**config.mk**
```make
export PLATFORM = sky130hd
export DESIGN_NAME = stdp_learning_flat
export DESIGN_NICKNAME = d
export VERILOG_FILES = /design/src/rtl/stdp_learning_pkg.sv /design/src/rtl/stdp_learning_if.sv /design/src/rtl/stdp_learning_trace_bank.sv /design/src/rtl/stdp_learning.sv /design/src/flat_wrapper.sv
export SDC_FILE = /design/constraint.sdc
export NUM_CORES = 1
export LEC_CHECK = 0
export ABC_AREA = 1
export BUFFER_PORTS_ARGS = -buffer_cell sky130_fd_sc_hd__clkbuf_2
export CAP_MARGIN = 20
export CORE_ASPECT_RATIO = 1.75
export CORE_MARGIN = 5
export CORE_UTILIZATION = 30
export DETAILED_ROUTE_END_ITERATION = 10
export HOLD_SLACK_MARGIN = 0.1
export MAX_ROUTING_LAYER = met4
export PLACE_DENSITY = 0.58
export SYNTH_ARGS = -nofsm -noshare
export SYNTH_HDL_FRONTEND = slang
export SYNTH_SLANG_ARGS = --single-unit
```
**constraint.sdc**
```tcl
create_clock -name clk -period 5.5 [get_ports clk]
set_input_delay 0.55 -clock clk [delete_from_list [all_inputs] [get_ports clk]]
set_output_delay 0.55 -clock clk [all_outputs]
set_load 0.01 [all_outputs]
```
**src/rtl/stdp_learning_pkg.sv**
```systemverilog
// Shared types and helpers for the STDP learning engine.
// Holds the FSM state enum, saturating add and flat-slice indexing.
package stdp_pkg;

  typedef enum logic [1:0] {
    IDLE,
    SCAN,
    TRACE
  } state_t;

  // Symmetric saturation: the most-negative code is never produced.
  function automatic int sat_add(
    input int w,
    input int delta,
    input int wb
  );
    int sum;
    int lim;
    sum = w + delta;
    lim = (1 << (wb - 1)) - 1;
    if (sum > lim)
      return lim;
    if (sum < -lim)
      return -lim;
    return sum;
  endfunction

  // LSB position of w[i][j] inside weights_flat.
  function automatic int widx(
    input int i,
    input int j,
    input int n,
    input int wb
  );
    return (i * n + j) * wb;
  endfunction

endpackage

```
**src/rtl/stdp_learning_if.sv**
```systemverilog
// Spike vector valid/ready handshake.
// The neuron array is the master; the learning engine is the slave.
interface stdp_learning_if #(
  parameter int N = 8
) ();
  logic         spike_valid;
  logic [N-1:0] spikes;
  logic         spike_ready;

  modport master (
    output spike_valid,
    output spikes,
    input  spike_ready
  );

  modport slave (
    input  spike_valid,
    input  spikes,
    output spike_ready
  );
endinterface

```
**src/rtl/stdp_learning_trace_bank.sv**
```systemverilog
// Per-neuron saturating eligibility traces.
// One strobe reloads spiking neurons and decays all the others.
module stdp_trace_bank #(
  parameter int N         = 8,
  parameter int TRACE_W   = 4,
  parameter int TRACE_MAX = 3
) (
  input  logic         clk,
  input  logic         reset_n,
  input  logic         step,
  input  logic [N-1:0] spk,
  output logic [N-1:0] nz
);

  logic [TRACE_W-1:0] tr [N];

  // Parallel load on spike, otherwise decrement toward zero.
  always_ff @(posedge clk or negedge reset_n) begin
    if (!reset_n) begin
      for (int k = 0; k < N; k++)
        tr[k] <= '0;
    end else if (step) begin
      for (int k = 0; k < N; k++) begin
        if (spk[k])
          tr[k] <= TRACE_W'(TRACE_MAX);
        else if (tr[k] != '0)
          tr[k] <= tr[k] - TRACE_W'(1);
      end
    end
  end

  // Only "trace is live" matters to the weight update.
  always_comb begin
    nz = '0;
    for (int k = 0; k < N; k++)
      nz[k] = (tr[k] != '0);
  end

endmodule

```
**src/rtl/stdp_learning.sv**
```systemverilog
// STDP learning engine: per-event N*N pair scan with LTP and LTD.
// Weights are signed, symmetric-saturating and exposed flat.
module stdp_learning
  import stdp_pkg::*;
#(
  parameter int N         = 8,
  parameter int W         = 8,
  parameter int TRACE_W   = 4,
  parameter int TRACE_MAX = 3,
  parameter int LTP_STEP  = 2,
  parameter int LTD_STEP  = 1
) (
  input  logic               clk,
  input  logic               reset_n,
  input  logic               learning_enable,
  input  logic               weight_clear,
  stdp_learning_if.slave     spk,
  output logic               busy,
  output logic               done,
  output logic [N*N*W-1:0]   weights_flat
);

  localparam int IW = $clog2(N);
  localparam int KW = $clog2(N * N);

  state_t         st;
  state_t         st_n;
  logic [N-1:0]   spk_q;
  logic [IW-1:0]  i_q;
  logic [IW-1:0]  j_q;
  logic [W-1:0]   wmem [N*N];
  logic [N-1:0]   nz;

  logic           accept;
  logic           clr;
  logic           trace_step;
  logic           last;
  logic [KW-1:0]  k;
  logic           ltp;
  logic           ltd;
  int             dlt;
  logic [W-1:0]   w_new;
  logic           we;

  assign spk.spike_ready = (st == IDLE);
  assign busy            = (st != IDLE);
  assign last = (i_q == IW'(N - 1)) && (j_q == IW'(N - 1));

  // State register.
  always_ff @(posedge clk or negedge reset_n) begin
    if (!reset_n)
      st <= IDLE;
    else
      st <= st_n;
  end

  // Next state and control strobes; clear beats a pending event.
  always_comb begin
    st_n       = st;
    accept     = 1'b0;
    clr        = 1'b0;
    trace_step = 1'b0;
    done       = 1'b0;
    unique case (st)
      IDLE: begin
        if (weight_clear) begin
          clr = 1'b1;
        end else if (spk.spike_valid) begin
          accept = 1'b1;
          st_n   = SCAN;
        end
      end
      SCAN: begin
        if (last)
          st_n = TRACE;
      end
      TRACE: begin
        trace_step = 1'b1;
        done       = 1'b1;
        st_n       = IDLE;
      end
      default: st_n = IDLE;
    endcase
  end

  // Event latch and pair counters, wrapped at N-1.
  always_ff @(posedge clk or negedge reset_n) begin
    if (!reset_n) begin
      spk_q <= '0;
      i_q   <= '0;
      j_q   <= '0;
    end else if (accept) begin
      spk_q <= spk.spikes;
      i_q   <= '0;
      j_q   <= '0;
    end else if (st == SCAN) begin
      if (j_q == IW'(N - 1)) begin
        j_q <= '0;
        i_q <= (i_q == IW'(N - 1)) ? '0 : i_q + IW'(1);
      end else begin
        j_q <= j_q + IW'(1);
      end
    end
  end

  stdp_trace_bank #(
    .N         (N),
    .TRACE_W   (TRACE_W),
    .TRACE_MAX (TRACE_MAX)
  ) u_trace (
    .clk     (clk),
    .reset_n (reset_n),
    .step    (trace_step),
    .spk     (spk_q),
    .nz      (nz)
  );

  // Current pair's delta and saturated result; traces are pre-event.
  always_comb begin
    k     = KW'(i_q) * KW'(N) + KW'(j_q);
    ltp   = spk_q[i_q] && nz[j_q];
    ltd   = spk_q[j_q] && nz[i_q];
    dlt   = (ltp ? LTP_STEP : 0) - (ltd ? LTD_STEP : 0);
    w_new = W'(sat_add(int'($signed(wmem[k])), dlt, W));
    we    = (st == SCAN) && learning_enable && (i_q != j_q);
  end

  // Weight matrix: clear in IDLE, one pair written per SCAN cycle.
  always_ff @(posedge clk or negedge reset_n) begin
    if (!reset_n) begin
      for (int n = 0; n < N * N; n++)
        wmem[n] <= '0;
    end else if (clr) begin
      for (int n = 0; n < N * N; n++)
        wmem[n] <= '0;
    end else if (we) begin
      wmem[k] <= w_new;
    end
  end

  for (genvar gi = 0; gi < N; gi++) begin : g_i
    for (genvar gj = 0; gj < N; gj++) begin : g_j
      localparam int B = widx(gi, gj, N, W);
      assign weights_flat[B +: W] = wmem[gi*N+gj];
    end
  end

endmodule

```
**src/flat_wrapper.sv**
```systemverilog
// flat-port wrapper written by rule: the top's interface ports become plain ports
module stdp_learning_flat import stdp_pkg::*;
#(
  parameter int N         = 8,
  parameter int W         = 8,
  parameter int TRACE_W   = 4,
  parameter int TRACE_MAX = 3,
  parameter int LTP_STEP  = 2,
  parameter int LTD_STEP  = 1
)
  (clk, reset_n, learning_enable, weight_clear, busy, done, weights_flat, spk_spike_valid, spk_spikes, spk_spike_ready);
  stdp_learning_if #(.N(N)) spk_i ();
  input  logic clk;
  input  logic reset_n;
  input  logic learning_enable;
  input  logic weight_clear;
  output logic busy;
  output logic done;
  output logic [N*N*W-1:0] weights_flat;
  input wire logic [$bits(spk_i.spike_valid)-1:0] spk_spike_valid;
  input wire logic [$bits(spk_i.spikes)-1:0] spk_spikes;
  output wire logic [$bits(spk_i.spike_ready)-1:0] spk_spike_ready;
  assign spk_i.spike_valid = spk_spike_valid;
  assign spk_i.spikes = spk_spikes;
  assign spk_spike_ready = spk_i.spike_ready;
  stdp_learning #(.N(N), .W(W), .TRACE_W(TRACE_W), .TRACE_MAX(TRACE_MAX), .LTP_STEP(LTP_STEP), .LTD_STEP(LTD_STEP)) u_core (.clk(clk), .reset_n(reset_n), .learning_enable(learning_enable), .weight_clear(weight_clear), .spk(spk_i), .busy(busy), .done(done), .weights_flat(weights_flat));
endmodule
```
* Yosys cells after proc, flatten, opt, wreduce, memory -nomap -nowiden
Index checks and enable logic that the tools add are counted.
** Word-level totals
- Register bits :: 560
- Output and inout port bits :: 515
** Operators by class
- $add $sub $neg :: 13
- $lt $le $gt $ge :: 6
- Equal/unequal tests :: 8
- Multiplexer cells :: 58
- Bitwise logic cells :: 1
- Reduce and logical (&&, ||, !) cells :: 37
** Operator list (number)
- two-way mux 512 bit :: 2
- bitwise mux 512 bit :: 1
- two-way mux 4 bit :: 16
- binary-select mux 8 bit (select 6 bit) :: 1
- demux 8 bit (select 6 bit) :: 1
- two-way mux 8 bit :: 6
- adder 8 x 32 -> 32 bit :: 1
- greater-than comparator 32 x 8 -> 1 bit (second input constant) :: 1
- < comparator 32 x 8 -> 1 bit (second input constant) :: 1
- nonzero test 4 bit :: 8
- subtractor 32 bit :: 1
- subtractor 4 x 1 -> 4 bit (second input constant) :: 8
- nonzero test 2 bit :: 12
- two-way mux 3 bit :: 7
- AND reduction 2 bit :: 9
- two-way mux 1 bit :: 14
- binary-select mux 1 bit (select 3 bit) :: 4
- < comparator 3 x 4 -> 1 bit (second input constant) :: 2
- two-way mux 2 bit :: 4
- greater-or-equal comparator 7 bit (second input constant) :: 1
- < comparator 7 x 1 -> 1 bit (second input constant) :: 1
- two-way mux 7 bit :: 1
- inverter 6 -> 7 bit :: 1
- adder 3 x 1 -> 3 bit (second input constant) :: 2
- 11 further kinds :: 18

* Longest topological paths before layout
Gate-level depths: netlist of run 1.
- Word-level depth :: 15
- Gate-level depth with buffers :: 32
- Gate-level depth less buffers :: 27

* Hierarchy
A second synthesis of run 1 with hierarchy kept.
** Second synthesis, totals
- Cell total of the unflattened synthesis :: 3199
- Area, all modules :: 25892.3 um2
** Modules (own cells, without submodules)
- stdp_learning :: instances 1, cells each 2950, area each 24034.3 um2, seq. area each 13212.7 um2
- stdp_trace_bank :: instances 1, cells each 249, area each 1858.0 um2, seq. area each 800.8 um2

* Worst setup path after synthesis of run 1
OpenSTA, ideal clock, no wires.
- Kind :: register to register
- Start :: register u_core.j_q[2]
- End :: register u_core.wmem, in the netlist u_core.weights_flat[224]
- Library setup time :: 0.117 ns
- Arrival :: 3.994 ns
- Required time :: 5.383 ns
- Path slack :: 1.389 ns
- Stages on the path, launching flop included :: 30
- Buffers on the path :: 5
- Clock period less this slack :: 4.111 ns
- Cell sequence :: dfrtp_1 -> buf_4 -> inv_4 -> nand3_2 -> buf_4 -> buf_2 -> o22ai_1 -> nor2_1 -> nand3_1 -> nand2_1 -> nand4_1 -> nor2_1 -> ha_1 -> inv_1 -> ha_1 -> fa_1 -> nand3_1 -> nand2_1 -> a21oi_1 -> fa_1 -> inv_1 -> nand3_1 -> nor2_1 -> nand2_1 -> nand2_2 -> nand3_1 -> buf_4 -> buf_4 -> nand2_1 -> nand2_1
** On the way
- Longest elaborated chain between the ends :: 14
** Ends and longest elaborated chain
- start: declaration :: RTL line stdp_learning.sv:30 : logic [IW-1:0] j_q;
- start signal: assignment :: RTL line stdp_learning.sv:101 : j_q <= j_q + IW'(1);
- binary-select mux 1 bit (select 3 bit) (tied with other cells) :: RTL line stdp_learning.sv:122 : ltd = spk_q[j_q] && nz[i_q];
- two-way mux 1 bit (implied by the code) (tied with other cells) :: RTL line stdp_learning.sv:122
- logical AND 1 bit (tied with other cells) :: RTL line stdp_learning.sv:122
- two-way mux 1 bit (tied with other cells) :: RTL line stdp_learning.sv:123 : dlt = (ltp ? LTP_STEP : 0) - (ltd ? LTD_STEP : 0);
- subtractor 32 bit / two-way mux 8 bit (equally long branches) :: RTL line stdp_learning.sv:123, stdp_learning.sv:124
- adder 8 x 32 -> 32 bit :: RTL line stdp_learning_pkg.sv:19 : sum = w + delta;
- greater-than comparator 32 x 8 -> 1 bit / < comparator 32 x 8 -> 1 bit (equally long branches) :: RTL line stdp_learning_pkg.sv:21, stdp_learning_pkg.sv:23
- two-way mux 7 bit / two-way mux 1 bit (equally long branches) :: RTL line stdp_learning_pkg.sv:21, stdp_learning_pkg.sv:23
- two-way mux 8 bit / two-way mux 1 bit (equally long branches) :: RTL line stdp_learning_pkg.sv:23 : if (sum < -lim)
- two-way mux 8 bit :: RTL line stdp_learning_pkg.sv:25 : return sum;
- two-way mux 8 bit :: RTL line stdp_learning_pkg.sv:23
- bitwise mux 512 bit :: RTL line stdp_learning.sv:137 : wmem[k] <= w_new;
- two-way mux 512 bit :: RTL line stdp_learning.sv:136 : end else if (we) begin
- two-way mux 512 bit :: RTL line stdp_learning.sv:133 : end else if (clr) begin
- end signal: indexed assignment :: RTL line stdp_learning.sv:137
- end: declaration :: RTL line stdp_learning.sv:31 : logic [W-1:0] wmem [N*N];
Several ways; a longest one is shown, not always the timed one. The select of a mux whose other input is x is not followed.
A chain may end at the register's enable or synchronous reset.

* Worst setup path in the final report of run 1
- Start :: register u_core.j_q[2]
- End :: register u_core.wmem, in the netlist u_core.weights_flat[173]
Same word-level chain as after synthesis.

==> reports/results.ini, run 1 <==
[run_status]
status = finished, final reports clean

[cts]
cts_tree = done
cts.sinks = 560
clkSlewWorstSetupHoldPaths_ns = 0.07
htree_levels = 2
insertion_delay_ns = 0.66
cts_buffers = 55
cts_buffer_depth = 3
cts_root_buf = clkbuf_16

[setup_path]
cp_common_cell = nand2_1
r2r_cells = 28
timing.rr.end = u_core.weights_flat[173]$_DFFE_PN0P_
slowest_stage = dfrtp_2
cpPeakStageDelay_ns = 0.47
start_kind = register
crit_required_ns = 6.10
cp_max_fo = 10
worstSetupPathType = reg2reg
rrSetupSlack_ns = 0.24
arrival_ns = 5.86
reg2reg_from = u_core.j_q[2]$_DFFE_PN0P_
worst_path_dominant_cell_family = simple AND/OR/NAND/NOR gates
path_buf_inv = 7
end_kind = register

[timing]
maxSlewHeadroom_pct = 37.67
finalHoldViolations = 0
max_freq_ghz = 0.1900
whs_ns = 0.1637
post-route-min-period_ns = 5.264
drv_slew = 0
finalCritPeriodShare_pct = 95.71
rsz0062_at_grt = no
tightest_slew_ns = 0.9349
finalSetupViolCount = 0
fin_worst_skew_ns = 0.03047

[die]
die_y_um = 408.6
dieArea_sq_um = 97170
coreArea_sq_um = 90420
start_util_pct = 30.13
die_width_um = 237.8
io_pins = 528
placementRows = 146

[yosys]
synth_nets = 3550
synth_enable_flop_cells = 0
synthArstFlopShare_pct = 100.0
syn_area_per_cell_sq_um = 7.770
synth_warnings = 0
seq_area_frac_synth_pct = 51.44
synth-seq-cells = 560
synthCells = 3506
syn_area_sq_um = 27240
synth.distinct_cells = 42
ys.flop_type = dfrtp_1

[final_layout]
postLayoutCellArea_sq_um = 33720
fin_cells = 5290
final_common_cell = nand2_1
layout-drive-gt1-share_pct = 21.53
layout.nets = 4104
final_cell_mix = nand2_1 (1424), dfrtp_1 (557), clkbuf_2 (526)
syn_to_final_growth_pct = 23.78
final_core_util_pct = 37.29

[pwr]
max-vdd-ir-drop_mv = 0.2438
leakagePower_nw = 19.01
p_per_area_nw_per_um2 = 258.2
p_total_mw = 8.707

[detailed_routing]
drt_wl_total_um = 136200
routed_via_density = 5.080
num_vias = 26870
wire_per_inst_um = 25.74
drcViolationCount = 0
first_pass_iters = 5
antenna_left = 0
drt_iter0_drc = 2337

[hold_path]
hold_depth = 3
worstHoldStart = spk_spikes[0]
min_path_type = in2reg
worstHoldEndpoint = u_core.spk_q[0]$_DFFE_PN0P_

[grt]
antenna_found_initial = 1
grt_pass1_wl_um = 192400
grt_use_total_pct = 27.56
grt_max_degree = 139
grt_pass1_vias = 26990
grt-ovfl-total = 0

[placed_design]
dp_hpwl_um = 102300
io_buffers = 527
post-place-cells = 5180
dpl_cell_area_sq_um = 31590
gp_congestion = 0.9440

[run]
max_cap_violations = 0

-- timing repair --
item | CTS | global route
setup buffers | 0 | 3
hold buffers | 1 | 0
hold endpoints to repair | 99 | 0
endpoints found under the setup margin | 308 | 392
cloned | 0 | 3
pin swaps | 1 | 5
gates resized for setup | 2 | 14
-- worst min-delay path: cells and delay by family --
kind | cells | cell delay, ns
AOI/OAI and AO/OA | 1 | 0.10
and+or+nand+nor | 1 | 0.04
buffers and inverters | 1 | 0.09
-- cells in the mapped netlist (7+ instances only) --
cell type | instances | share of area [%]
nand2_1 | 1432 | 20
dfrtp_1 | 560 | 51
inv_1 | 373 | 5.1
nor2_1 | 223 | 3.1
o22ai_1 | 174 | 4.0
o21ai_0 | 114 | 2.1
a21oi_1 | 75 | 1.4
nand3_1 | 71 | 1.3
nand2_2 | 66 | 1.5
buf_2 | 56 | 1.0
inv_2 | 56 | 0.77
a22oi_1 | 52 | 1.4
o21ai_1 | 44 | 0.81
ha_1 | 29 | 1.3
nand4_1 | 26 | 0.60
clkbuf_1 | 25 | 0.34
buf_6 | 24 | 0.99
buf_4 | 22 | 0.61
buf_1 | 11 | 0.15
nand3b_1 | 10 | 0.28
nor3_1 | 8 | 0.15
nor3b_1 | 7 | 0.19
o21a_1 | 7 | 0.19
-- metrics by stage --
| step | TNS (ns) | worst slack, ns |
|---|---|---|
| global route | 0 | 0.01797 |
| CTS | 0 | 0.005319 |
| detailed placement | -12.71 | -0.1394 |
| floorplan | 0 | 1.389 |
| finish | 0 | 0.2357 |
| global placement | -11.86 | -0.1355 |
-- logic make-up after synthesis --
group                    after synthesis  synth area share [%]
AND/OR/NAND/NOR                     1858                 27.45
buffers and inverters                574                 9.209
AO/OA/AOI/OAI                        478                 10.26
adder cells (fa/ha/maj)               31                 1.479
XOR/XNOR                               5                0.1608
flip-flops                           560                 51.44
-- registers in the layout, summed over array words and instances, names as in the netlist --
| signal | flops |
|---|---|
| u_core.u_trace.tr | 32 |
| u_core.i_q | 3 |
| u_core.weights_flat | 512 |
| u_core.j_q | 3 |
| u_core.st | 2 |
| u_core.spk_q | 8 |
-- how the worst max path moves through the flow --
stage,start,to,slack [ns],cells after the start
after detailed placement,u_core.j_q[2]$_DFFE_PN0P_,u_core.weights_flat[173]$_DFFE_PN0P_,-0.14,28
after global routing,u_core.j_q[2]$_DFFE_PN0P_,u_core.weights_flat[173]$_DFFE_PN0P_,0.02,28
after global placement,u_core.j_q[2]$_DFFE_PN0P_,u_core.weights_flat[173]$_DFFE_PN0P_,-0.14,28
after floorplan,u_core.j_q[2]$_DFFE_PN0P_,u_core.weights_flat[224]$_DFFE_PN0P_,1.39,29
after CTS,u_core.j_q[2]$_DFFE_PN0P_,u_core.weights_flat[173]$_DFFE_PN0P_,0.005,28
final,u_core.j_q[2]$_DFFE_PN0P_,u_core.weights_flat[173]$_DFFE_PN0P_,0.24,28
-- layout make-up --
class                      instances  area, sq um
antenna                            1        2.502
clock buffer                      65         1474
clock inverter                    37        496.7
fill                            9525        56700
inverter                         435         1643
multi-input combinational       2372        10780
sequential                       560        14020
tap                             1184         1481
timing repair buffer             636         3827
-- metal layers --
layer  vias up  part of all wire [%]  GRT usage [%]
met5         -                     0              -
met1     13220                    37          30.85
met2      1173                    49          45.82
li1      12130                     -              -
met4         0                   7.2          15.42
met3       349                   7.3          5.646
-- power breakdown --
part	switching (mW)	internal [mW]	leakage, nW	total [mW]
sequential	0.0240	4.15	6.97	4.17
combinational	0.185	0.0620	11.1	0.247
clock	1.84	2.44	0.977	4.29
total	2.05	6.66	19.0	8.71
Note: power is estimated with default switching activity, not from simulation.
==> run 2: changes to the inputs <==
Settings changed: CTS_BUF_LIST set to sky130_fd_sc_hd__clkbuf_4 sky130_fd_sc_hd__clkbuf_8, GPL_ROUTABILITY_DRIVEN set to 0.
==> run 2 against run 1 <==
  * Clock skew grew 0.013 ns
  * Clock power is 3% lower
  * Sequential power about the same
  * Via count grew 0.27%
  * First-iteration DRC count down 5.2%
  * Flip-flop and latch count unchanged
  * Register-to-register slack better by 0.04 ns
  * Combinational power about the same
  * Non-clock buffer count shrank 6
  * Critical path depth rose by 1
  * Fmax grew 0.75%
  * Highest routed layer unchanged
==> reports/results.ini, run 2 (synthesized netlist as in run 1, its figures left out) <==
[run_status]
status = finished, final reports clean  ; unchanged

[timing]
finalSetupViolCount = 0  ; unchanged
finalCritPeriodShare_pct = 95.01  ; was 95.71%
fin_worst_skew_ns = 0.04360  ; was 0.03047 ns
max_freq_ghz = 0.1914  ; was 0.1900 GHz
fin_ws_ns = 0.2747  ; was 0.2357 ns
drv_slew = 0  ; unchanged
maxSlewHeadroom_pct = 36.20  ; was 37.67%
post-route-min-period_ns = 5.225  ; was 5.264 ns
finalHoldViolations = 0  ; unchanged
tightest_slew_ns = 0.9570  ; was 0.9349 ns
rsz0062_at_grt = no  ; unchanged

[cts]
clkSlewWorstSetupHoldPaths_ns = 0.06  ; was 0.07 ns
cts_tree = done  ; unchanged
insertion_delay_ns = 0.80  ; was 0.66 ns
cts_buffers = 89  ; was 55
cts.sinks = 560  ; unchanged
htree_levels = 3  ; was 2
cts_root_buf = clkbuf_8  ; was clkbuf_16
cts_buffer_depth = 3  ; unchanged

[setup_path]
rrSetupSlack_ns = 0.27  ; was 0.24 ns
endpoint = u_core.weights_flat[421]$_DFFE_PN0P_  ; was u_core.weights_flat[173]$_DFFE_PN0P_
path_depth = 29  ; was 28
r2r_cells = 29  ; was 28
start_kind = register  ; unchanged
cp_common_cell = nand2_1  ; unchanged
cpPeakStageDelay_ns = 0.50  ; was 0.47 ns
reg2reg_from = u_core.j_q[0]$_DFFE_PN0P_  ; was u_core.j_q[2]$_DFFE_PN0P_
worst_path_dominant_cell_family = simple AND/OR/NAND/NOR gates  ; unchanged
path_buf_inv = 6  ; was 7
crit_start = u_core.j_q[0]$_DFFE_PN0P_  ; was u_core.j_q[2]$_DFFE_PN0P_
timing.rr.end = u_core.weights_flat[421]$_DFFE_PN0P_  ; was u_core.weights_flat[173]$_DFFE_PN0P_
slowest_stage = dfrtp_4  ; was dfrtp_2
worstSetupPathType = reg2reg  ; unchanged
end_kind = register  ; unchanged
arrival_ns = 5.93  ; was 5.86 ns
crit_required_ns = 6.20  ; was 6.10 ns
cp_max_fo = 41  ; was 10

[detailed_routing]
wire_per_inst_um = 25.32  ; was 25.74 um
drt_wl_total_um = 135300  ; was 136200 um
num_vias = 26950  ; was 26.87k
drcViolationCount = 0  ; unchanged
first_pass_iters = 6  ; was 5
antenna_left = 0  ; unchanged
drt_iter0_drc = 2215  ; was 2337
routed_via_density = 5.042  ; was 5.080

[final_layout]
layout-drive-gt1-share_pct = 22.41  ; was 21.53%
largest_reg_flops = 512  ; unchanged
syn_to_final_growth_pct = 23.80  ; was 23.78%
final_cell_mix = nand2_1 (1424), dfrtp_1 (557), clkbuf_2 (526)  ; unchanged
final_common_cell = nand2_1  ; unchanged
seq_area_sq_um = 14020  ; unchanged
multi_input_area_sq_um = 10760  ; was 10780 sq um
layout.nets = 4132  ; was 4104
num-fill-cells = 9589  ; was 9525

[placed_design]
dp_hpwl_um = 100000  ; was 102300 um
place_worst_setup_slack_ns = -0.2481  ; was -0.1394 ns
io_buffers = 527  ; unchanged

[run]
max_cap_violations = 0  ; unchanged

[grt]
grt_max_degree = 133  ; was 139
grt_pass1_wl_um = 192600  ; was 192400 um
antenna_found_initial = 1  ; unchanged
grt_use_total_pct = 27.64  ; was 27.56%
grt-ovfl-total = 0  ; unchanged
grt_pass1_vias = 27280  ; was 26.99k

[pwr]
p_per_area_nw_per_um2 = 254.4  ; was 258.2 nW/um^2
max-vdd-ir-drop_mv = 0.1970  ; was 0.2438 mV
p_total_mw = 8.580  ; was 8.707 mW
leakagePower_nw = 19.07  ; was 19.01 nW

[die]
die_width_um = 237.8  ; unchanged
start_util_pct = 30.13  ; unchanged
io_pins = 528  ; unchanged
placementRows = 146  ; unchanged
die_y_um = 408.6  ; unchanged
dieArea_sq_um = 97170  ; unchanged
coreArea_sq_um = 90420  ; unchanged

[hold_path]
min_path_type = in2async  ; was in2reg

==> run 2: worst register-to-register path: cells and delay by family (launching register included) <==
kind	cells	cell delay (ns)
AND/OR/NAND/NOR	18	2.30
AO/OA/AOI/OAI	1	0.16
flip-flops	1	0.50
buffers and inverters	6	0.99
adder cells (fa/ha/maj)	4	1.22
==> run 2: timing repair <==
action,in CTS,in global routing
hold buffers,9,0
gates cloned,0,2
hold endpoints to repair,113,0
gates resized for setup,2,5
pin swaps,1,1
endpoints found under the setup margin,397,174
setup buffers,2,0
==> run 2: final cells by class <==
type	count	area share [%]
multi-input cells	2372	31.90
repair buffers	630	11.29
clock inverters	19	0.7123
flip-flops and latches	560	41.57
diodes	2	0.01484
well taps	1184	4.392
clock buffers	142	5.257
inverters	435	4.863
==> run 2: worst min-delay path by stage <==
| stage | startpoint | depth (start not counted) | slack, ns | endpoint |
|---|---|---|---|---|
| after global routing | weight_clear | 4 | 0.43 | u_core.st[1]$_DFFE_PN0P_ |
| after CTS | weight_clear | 4 | 0.35 | u_core.st[1]$_DFFE_PN0P_ |
| after floorplan | reset_n | 0 | 0.25 | u_core.i_q[0]$_DFFE_PN0P_ |
| final | reset_n | 2 | 0.41 | u_core.weights_flat[404]$_DFFE_PN0P_ |
| after global placement | u_core.weights_flat[379]$_DFFE_PN0P_ | 2 | 0.49 | u_core.weights_flat[379]$_DFFE_PN0P_ |
| after detailed placement | u_core.weights_flat[86]$_DFFE_PN0P_ | 2 | 0.49 | u_core.weights_flat[86]$_DFFE_PN0P_ |
==> run 2: power breakdown <==
| group | switching [mW] | internal (mW) | total [mW] |
|---|---|---|---|
| clock network | 1.88 | 2.28 | 4.16 |
| logic | 0.185 | 0.0644 | 0.249 |
| registers | 0.0239 | 4.15 | 4.18 |
| total | 2.08 | 6.50 | 8.58 |
==> run 2: layer usage <==
metal,vias up,track usage [%],routed length [um]
met1,13140,30.72,50020
met4,0,17.38,10270
met5,-,-,0
li1,12200,-,-
met2,1234,44.91,64760
met3,374,6.138,10280
==> run 2: through the flow <==
step	utilization (%)	cell area, sq um	std cells	hold WS [ns]	TNS (ns)
floorplan	-	27240	3506	0.2544	0
global placement	34.87	31530	5168	0.4879	-46.04
detailed placement	34.87	31530	5168	0.4922	-57.20
CTS	37.22	33660	5340	0.3547	0
global route	37.30	33720	5343	0.4330	0
finish	37.30	33730	5344	0.4071	0
